File: src/rtl/sprx_pkg.sv
// Shared types and widths for the serial parity receiver.
package sprx_pkg;

  localparam int unsigned DATA_W = 8;
  localparam int unsigned CNT_W  = 3;

  typedef enum logic [1:0] {
    IDLE = 2'd0,
    DATA = 2'd1,
    PAR  = 2'd2,
    STOP = 2'd3
  } sprx_state_e;

endpackage

File: src/rtl/parity_chk8.sv
// Combinational 8-bit parity checker; flags a mismatch over data plus parity bit.
module parity_chk8
  import sprx_pkg::*;
#(
  parameter int unsigned PARITY_ODD = 0
) (
  input  logic [DATA_W-1:0] data_i,
  input  logic              par_i,
  output logic              err_o
);

  localparam logic ODD = (PARITY_ODD != 0);

  // Even parity expects an even count of ones; odd parity inverts that.
  assign err_o = (^{data_i, par_i}) ^ ODD;

endmodule

File: src/rtl/serial_parity_rx.sv
// Bit-serial framed byte receiver (start, 8 data LSB first, parity, stop) with a
// one-entry valid/ready output register. Define SPRX_SYNC_EN to add a 2-flop
// synchronizer on sin with bit_en delayed to match.
module serial_parity_rx
  import sprx_pkg::*;
#(
  parameter int unsigned PARITY_ODD = 0
) (
  input  logic              clk,
  input  logic              rst_n,
  input  logic              bit_en,
  input  logic              sin,
  output logic [DATA_W-1:0] dout,
  output logic              dout_vld,
  input  logic              dout_rdy,
  output logic              par_err,
  output logic              frm_err,
  output logic              ovr,
  output logic              busy
);

  logic be;
  logic sd;

`ifdef SPRX_SYNC_EN
  logic [1:0] sin_sync_q;
  logic [1:0] be_dly_q;

  // Synchronizer idles high like the line; the strobe delay idles low.
  always_ff @(posedge clk or negedge rst_n) begin
    if (!rst_n) begin
      sin_sync_q <= '1;
      be_dly_q   <= '0;
    end else begin
      sin_sync_q <= {sin_sync_q[0], sin};
      be_dly_q   <= {be_dly_q[0], bit_en};
    end
  end

  assign sd = sin_sync_q[1];
  assign be = be_dly_q[1];
`else
  assign sd = sin;
  assign be = bit_en;
`endif

  sprx_state_e       state_q, state_d;
  logic [CNT_W-1:0]  cnt_q, cnt_d;
  logic [DATA_W-1:0] sr_q, sr_d;
  logic              par_q, par_d;
  logic [DATA_W-1:0] dout_q, dout_d;
  logic              vld_q, vld_d;
  logic              perr_q, perr_d;
  logic              ferr_q, ferr_d;
  logic              ovr_q, ovr_d;
  logic              perr_calc;
  logic              complete;

  parity_chk8 #(
    .PARITY_ODD (PARITY_ODD)
  ) u_chk (
    .data_i (sr_q),
    .par_i  (par_q),
    .err_o  (perr_calc)
  );

  always_ff @(posedge clk or negedge rst_n) begin
    if (!rst_n) begin
      state_q <= IDLE;
    end else begin
      state_q <= state_d;
    end
  end

  always_comb begin
    state_d = state_q;
    if (be) begin
      unique case (state_q)
        IDLE: if (!sd) state_d = DATA;
        DATA: if (cnt_q == CNT_W'(DATA_W - 1)) state_d = PAR;
        PAR:  state_d = STOP;
        STOP: state_d = IDLE;
        default: state_d = IDLE;
      endcase
    end
  end

  always_comb begin
    busy = (state_q != IDLE);
  end

  assign complete = be && (state_q == STOP);

  always_comb begin
    cnt_d = cnt_q;
    sr_d  = sr_q;
    par_d = par_q;
    if (be) begin
      unique case (state_q)
        IDLE: if (!sd) cnt_d = '0;
        DATA: begin
          sr_d  = {sd, sr_q[DATA_W-1:1]};
          cnt_d = cnt_q + CNT_W'(1);
        end
        PAR:     par_d = sd;
        default: ;
      endcase
    end
  end

  // A completion landing on a transfer edge reloads the register and keeps it valid;
  // a completion against a stalled full register is dropped and flagged.
  always_comb begin
    dout_d = dout_q;
    vld_d  = vld_q;
    perr_d = perr_q;
    ferr_d = ferr_q;
    ovr_d  = 1'b0;
    if (vld_q && dout_rdy) vld_d = 1'b0;
    if (complete) begin
      if (!vld_q || dout_rdy) begin
        dout_d = sr_q;
        perr_d = perr_calc;
        ferr_d = ~sd;
        vld_d  = 1'b1;
      end else begin
        ovr_d = 1'b1;
      end
    end
  end

  always_ff @(posedge clk or negedge rst_n) begin
    if (!rst_n) begin
      cnt_q  <= '0;
      sr_q   <= '0;
      par_q  <= 1'b0;
      dout_q <= '0;
      vld_q  <= 1'b0;
      perr_q <= 1'b0;
      ferr_q <= 1'b0;
      ovr_q  <= 1'b0;
    end else begin
      cnt_q  <= cnt_d;
      sr_q   <= sr_d;
      par_q  <= par_d;
      dout_q <= dout_d;
      vld_q  <= vld_d;
      perr_q <= perr_d;
      ferr_q <= ferr_d;
      ovr_q  <= ovr_d;
    end
  end

  assign dout     = dout_q;
  assign dout_vld = vld_q;
  assign par_err  = perr_q;
  assign frm_err  = ferr_q;
  assign ovr      = ovr_q;

endmodule
File: config.mk
export PLATFORM = sky130hd
export DESIGN_NAME = serial_parity_rx
export DESIGN_NICKNAME = d
export VERILOG_FILES = /design/src/rtl/sprx_pkg.sv /design/src/rtl/parity_chk8.sv /design/src/rtl/serial_parity_rx.sv
export SDC_FILE = /design/constraint.sdc
export NUM_CORES = 1
export LEC_CHECK = 0
export BUFFER_PORTS_ARGS = -buffer_cell sky130_fd_sc_hd__buf_2
export CAP_MARGIN = 40
export CORE_MARGIN = 2
export CORE_UTILIZATION = 50
export DETAILED_ROUTE_END_ITERATION = 7
export PLACE_DENSITY = 0.72
export SKIP_LAST_GASP = 1
export SLEW_MARGIN = 20
export SYNTH_ARGS = -nofsm -noshare
export SYNTH_HDL_FRONTEND = slang
export SYNTH_SLANG_ARGS = --single-unit
File: constraint.sdc
create_clock -name clk -period 3.8 [get_ports clk]
set_clock_uncertainty 0.1 [all_clocks]
set_input_delay 0.19 -clock clk [delete_from_list [all_inputs] [get_ports clk]]
set_output_delay 0.19 -clock clk [all_outputs]
set_load 0.005 [all_outputs]
* Word level (Yosys, flattened, before mapping)
Cells that the tools add are included.
** Word-level totals
- Register bits :: 26
- Bits of input ports :: 5
- Output and inout bits :: 13
- Word-level logic and storage cells :: 40
** Operators by class
- Add/subtract/negate cells :: 1
- Eq/ne operators :: 6
- Multiplexer cells :: 10
- Bitwise logic cells :: 1
- Reductions and logical operators :: 13
** Operators by type and width (count)
- $reduce_xor A9 Y1 :: 1
- $pmux W2 S4 :: 1
- $pmux W3 S2 :: 1
- $reduce_and A2 Y1 :: 3
- $reduce_and A3 Y1 :: 2
- $mux W1 :: 5
- $eq A2 B2 Y1 const B :: 2
- $mux W2 :: 2
- $ne A2 B2 Y1 const B :: 2
- $reduce_bool A2 Y1 :: 2
- $add A3 B1 Y3 const B :: 1
- $eq A3 B3 Y1 const B :: 1
- $mux W3 :: 1
- $eq A2 B1 Y1 const B :: 1
- $logic_and A1 B1 Y1 :: 2
- $logic_not A2 Y1 :: 1
- $logic_not A1 Y1 :: 1
- $logic_or A1 B1 Y1 :: 1
- $not A1 Y1 :: 1

* Depth between registers and ports, before layout
- Depth in word-level cells :: 4
- Gate-level depth with buffers :: 6
- Depth with buffers taken out :: 6

* Modules after synthesis
From an unflattened synthesis, not the netlist that was laid out.
** Unflattened totals
- Cell total of the unflattened synthesis :: 81
- Area total of the unflattened synthesis :: 1222.4 um2
** Modules (own cells, without submodules)
- serial_parity_rx :: times used 1, cells each 74, area each 1139.8 um2, seq. area each 650.6 um2
- parity_chk8 :: times used 1, cells each 7, area each 82.6 um2, seq. area each 0.0 um2

* Least setup slack after synthesis
Ideal clock, no wire load.
- Kind :: register to register
- Start :: reg state_q[1]
- End :: reg state_q[1]
- Library setup time :: 0.125 ns
- Arrival time :: 1.336 ns
- Required time :: 3.575 ns
- Setup slack :: 2.239 ns
- Cell stages (with the launch flop) :: 6
- Path buffers :: 0
- Period minus slack after synthesis :: 1.561 ns
- Cells stage by stage :: dfrtp_1 inv_1 ha_1 inv_1 o21ai_0 mux2_2
** On the way
- Word-level cells in the longest chain between the ends :: 3
- Elaborated cells between the ends (all ways) :: 8
- Those cells by class :: eq/ne: 5; mux: 1; reduce/logical: 2
** Ends and longest elaborated chain
- start, declared :: line serial_parity_rx.sv:47 : sprx_state_e state_q, state_d;
- start signal, assigned :: line serial_parity_rx.sv:71 : state_q <= state_d;
- $eq A2 B1 Y1 or $logic_not A2 Y1 (tied branches) :: line serial_parity_rx.sv:78 : unique case (state_q)
- $ne A2 B2 Y1 (no line)
- $reduce_and A3 Y1 (no line)
Parallel ways exist; a longest one is shown, timed or not.
A chain may end at the register's enable or synchronous reset.

* Final worst setup path
Same ends and word-level chain as after synthesis.

==> flow_summary.json <==
{
  "fin_crit_ps": 1710,
  "pin_count": 18,
  "path_clk_slew_ps": 120,
  "final_core_util_pct": 59.1,
  "start_util_pct": 52.3,
  "drive_gt1_share_pct": 37.9,
  "synth-seq-cells": 26,
  "ys_async_sr_fraction_pct": 100,
  "port_buffers": 17,
  "syn_inst": 83,
  "vdd_drop_max_v": 0.000413,
  "fin_nets": 116,
  "synth.distinct_cells": 18,
  "gp_congestion": 0.720,
  "ant_nets": 0,
  "insertion_delay_ps": 300,
  "antenna_found_initial": 0,
  "holdPathEnd": "frm_err",
  "cts_buffer_depth": 2,
  "nFillCells": 196,
  "clockRootBuffer": "clkbuf_4",
  "r2r_end": "state_q[1]",
  "synth_area_leaders": "dfrtp_1, mux2_2, ha_1",
  "drv_cap": 0,
  "preCtsSetupSlack_ps": 2100,
  "synth_top_cell_by_area": "dfrtp_1",
  "arrival_ps": 1820,
  "routed-via-count": 677,
  "finalCritPeriodShare_pct": 44.9,
  "slew_headroom_pct": 62.6,
  "regToRegSetupSlack_ps": 2090,
  "wire_per_inst_um": 12.5,
  "core_area_um2": 2170,
  "setup_violations": 0,
  "synth-seq-area-share_pct": 57.3,
  "synth_top_area_share_pct": 57.3,
  "p_int_w": 0.000743,
  "layout_common_cells": "dfrtp_1, mux2_2, buf_2, nand2_1, ha_1",
  "hold_depth": 2,
  "drv_slew": 0,
  "avgSynthCellArea_um2": 13.7,
  "min_path_type": "in2reg",
  "fin_setup_tns_ps": 0,
  "grt_usage_pct": 14.7,
  "htree_levels": 1,
  "p_per_area_nw_per_um2": 862,
  "dieArea_um2": 2670,
  "worstRegToRegCells": 5,
  "grt_pass1_wl_mm": 2.83,
  "finalPower_w": 0.00111,
  "drc": 0,
  "die_w_um": 51.6,
  "synth_area_um2": 1130,
  "die_h_um": 51.6,
  "worstPathRequired_ps": 3910,
  "rsz0062_at_grt": "no",
  "drt-initial-drc-count": 1,
  "synth_warnings": 0,
  "worst_slack_ps": 2090,
  "synth_edf_count": 0,
  "worstHoldStart": "sin",
  "outcome": "completed",
  "hpwlAfterDp_mm": 1.21,
  "max_freq_ghz": 0.585,
  "worst_setup_path_end_kind": "flop",
  "cp-start-kind": "flop",
  "pwr-share-comb_pct": 45.1,
  "leakagePower_nw": 0.631,
  "routed_wl_mm": 1.64,
  "p_clk_share_pct": 9.8,
  "antenna_cells": 0,
  "cts_tree": "done",
  "seqPwrFrac_pct": 45.1,
  "grt_pass1_vias": 671,
  "cts_resized": 0,
  "layout_commonest_cell": "dfrtp_1",
  "post_cts.repair.setup_buffers": 0,
  "cts_sinks": 26,
  "grt_max_degree": 27,
  "ctsHoldBuffers": 1,
  "r2r_start": "state_q[1]",
  "switching_power_w": 0.000362,
  "tightest_slew_ps": 561,
  "gr-total-overflow": 0,
  "critPathMaxFanout": 6,
  "syn_nets": 94,
  "drt_pass1_iterations": 2,
  "area_growth_pct": 13.0,
  "cts_inserted_buffers": 3,
  "ys.flop_type": "dfrtp_1",
  "vias_per_cell": 5.17,
  "rows": 17,
  "hold_viol_final": 0,
  "critPathKind": "reg2reg",
  "netSwitchingFraction_pct": 32.8
}
## worst max path at each step
stage                           from          to  slack [ps]  cells past startpoint
after floorplan           state_q[1]  state_q[1]        2240                      5
after global placement    state_q[1]  state_q[1]        2180                      5
after detailed placement  state_q[1]  state_q[1]        2100                      5
after CTS                 state_q[1]  state_q[1]        2080                      5
after global routing      state_q[1]  state_q[1]        1950                      5
final                     state_q[1]  state_q[1]        2090                      5
## layer usage
layer,GRT usage (%),vias up,part of all wire [%]
met5,0,-,0
met4,7.89,0,1.7
met3,3.45,4,3.6
met2,24.6,11,50
met1,17.5,332,45
li1,-,330,-
## metrics by stage
step,instances,instance area [µm²],hold slack [ps]
after floorplan,83,1130,-206
after global placement,127,1250,112
after detailed placement,127,1250,119
after CTS,131,1280,18.6
after global routing,131,1280,14.1
final,131,1280,34.7
## power by group through the flow
stage	sequential, W	clock [W]	combinational [W]
5_1_grt	0.000520	0.000126	0.000552
2_1_floorplan	0.000496	0	0.000378
6_report	0.000498	0.000108	0.000499
3_3_place_gp	0.000501	0	0.000488
3_5_place_dp	0.000507	0	0.000507
4_1_cts	0.000500	0.000115	0.000508
## final cells by class
cell class	instances	area (µm²)	share of cell area [%]
clock buffer	3	22.5	1.76
inverter	4	15.0	1.17
multi-input combinational	52	464	36.2
sequential	26	651	50.7
tap	28	35.0	2.73
timing repair buffer	18	95.1	7.41
## synth_stat cells, types with 2 or more instances
master and instances:
dfrtp_1 26, ha_1 6, o21ai_0 4, xnor2_1 4, nand2_1 8, xor2_1 2
inv_1 4, a32o_1 2, mux2_2 18
## worst max-delay path, cell delays in order (launching register included)
cell     delay (ps)
dfrtp_1         430
inv_1            90
ha_1            250
inv_1            50
o21ai_0         320
mux2_2          370
## sequential cells by signal (all words and copies together), names as in the netlist
| signal | flops |
|---|---|
| frm_err | 1 |
| par_err | 1 |
| cnt_q | 3 |
| dout_vld | 1 |
| par_q | 1 |
| state_q | 2 |
| ovr | 1 |
| dout | 8 |
| sr_q | 8 |
## logic make-up (layout without fill, tap and decap cells)
logic type	count (synthesis)	after routing	share of synthesized area, %
simple gates	12	12	4.41
buf+inv	5	25	1.76
mux	18	18	17.9
compound gates	9	9	5.40
xor+xnor	7	7	6.62
flops	26	26	57.3
fa+ha+maj	6	6	6.62
No activity file was read; power rests on OpenSTA's default activity.
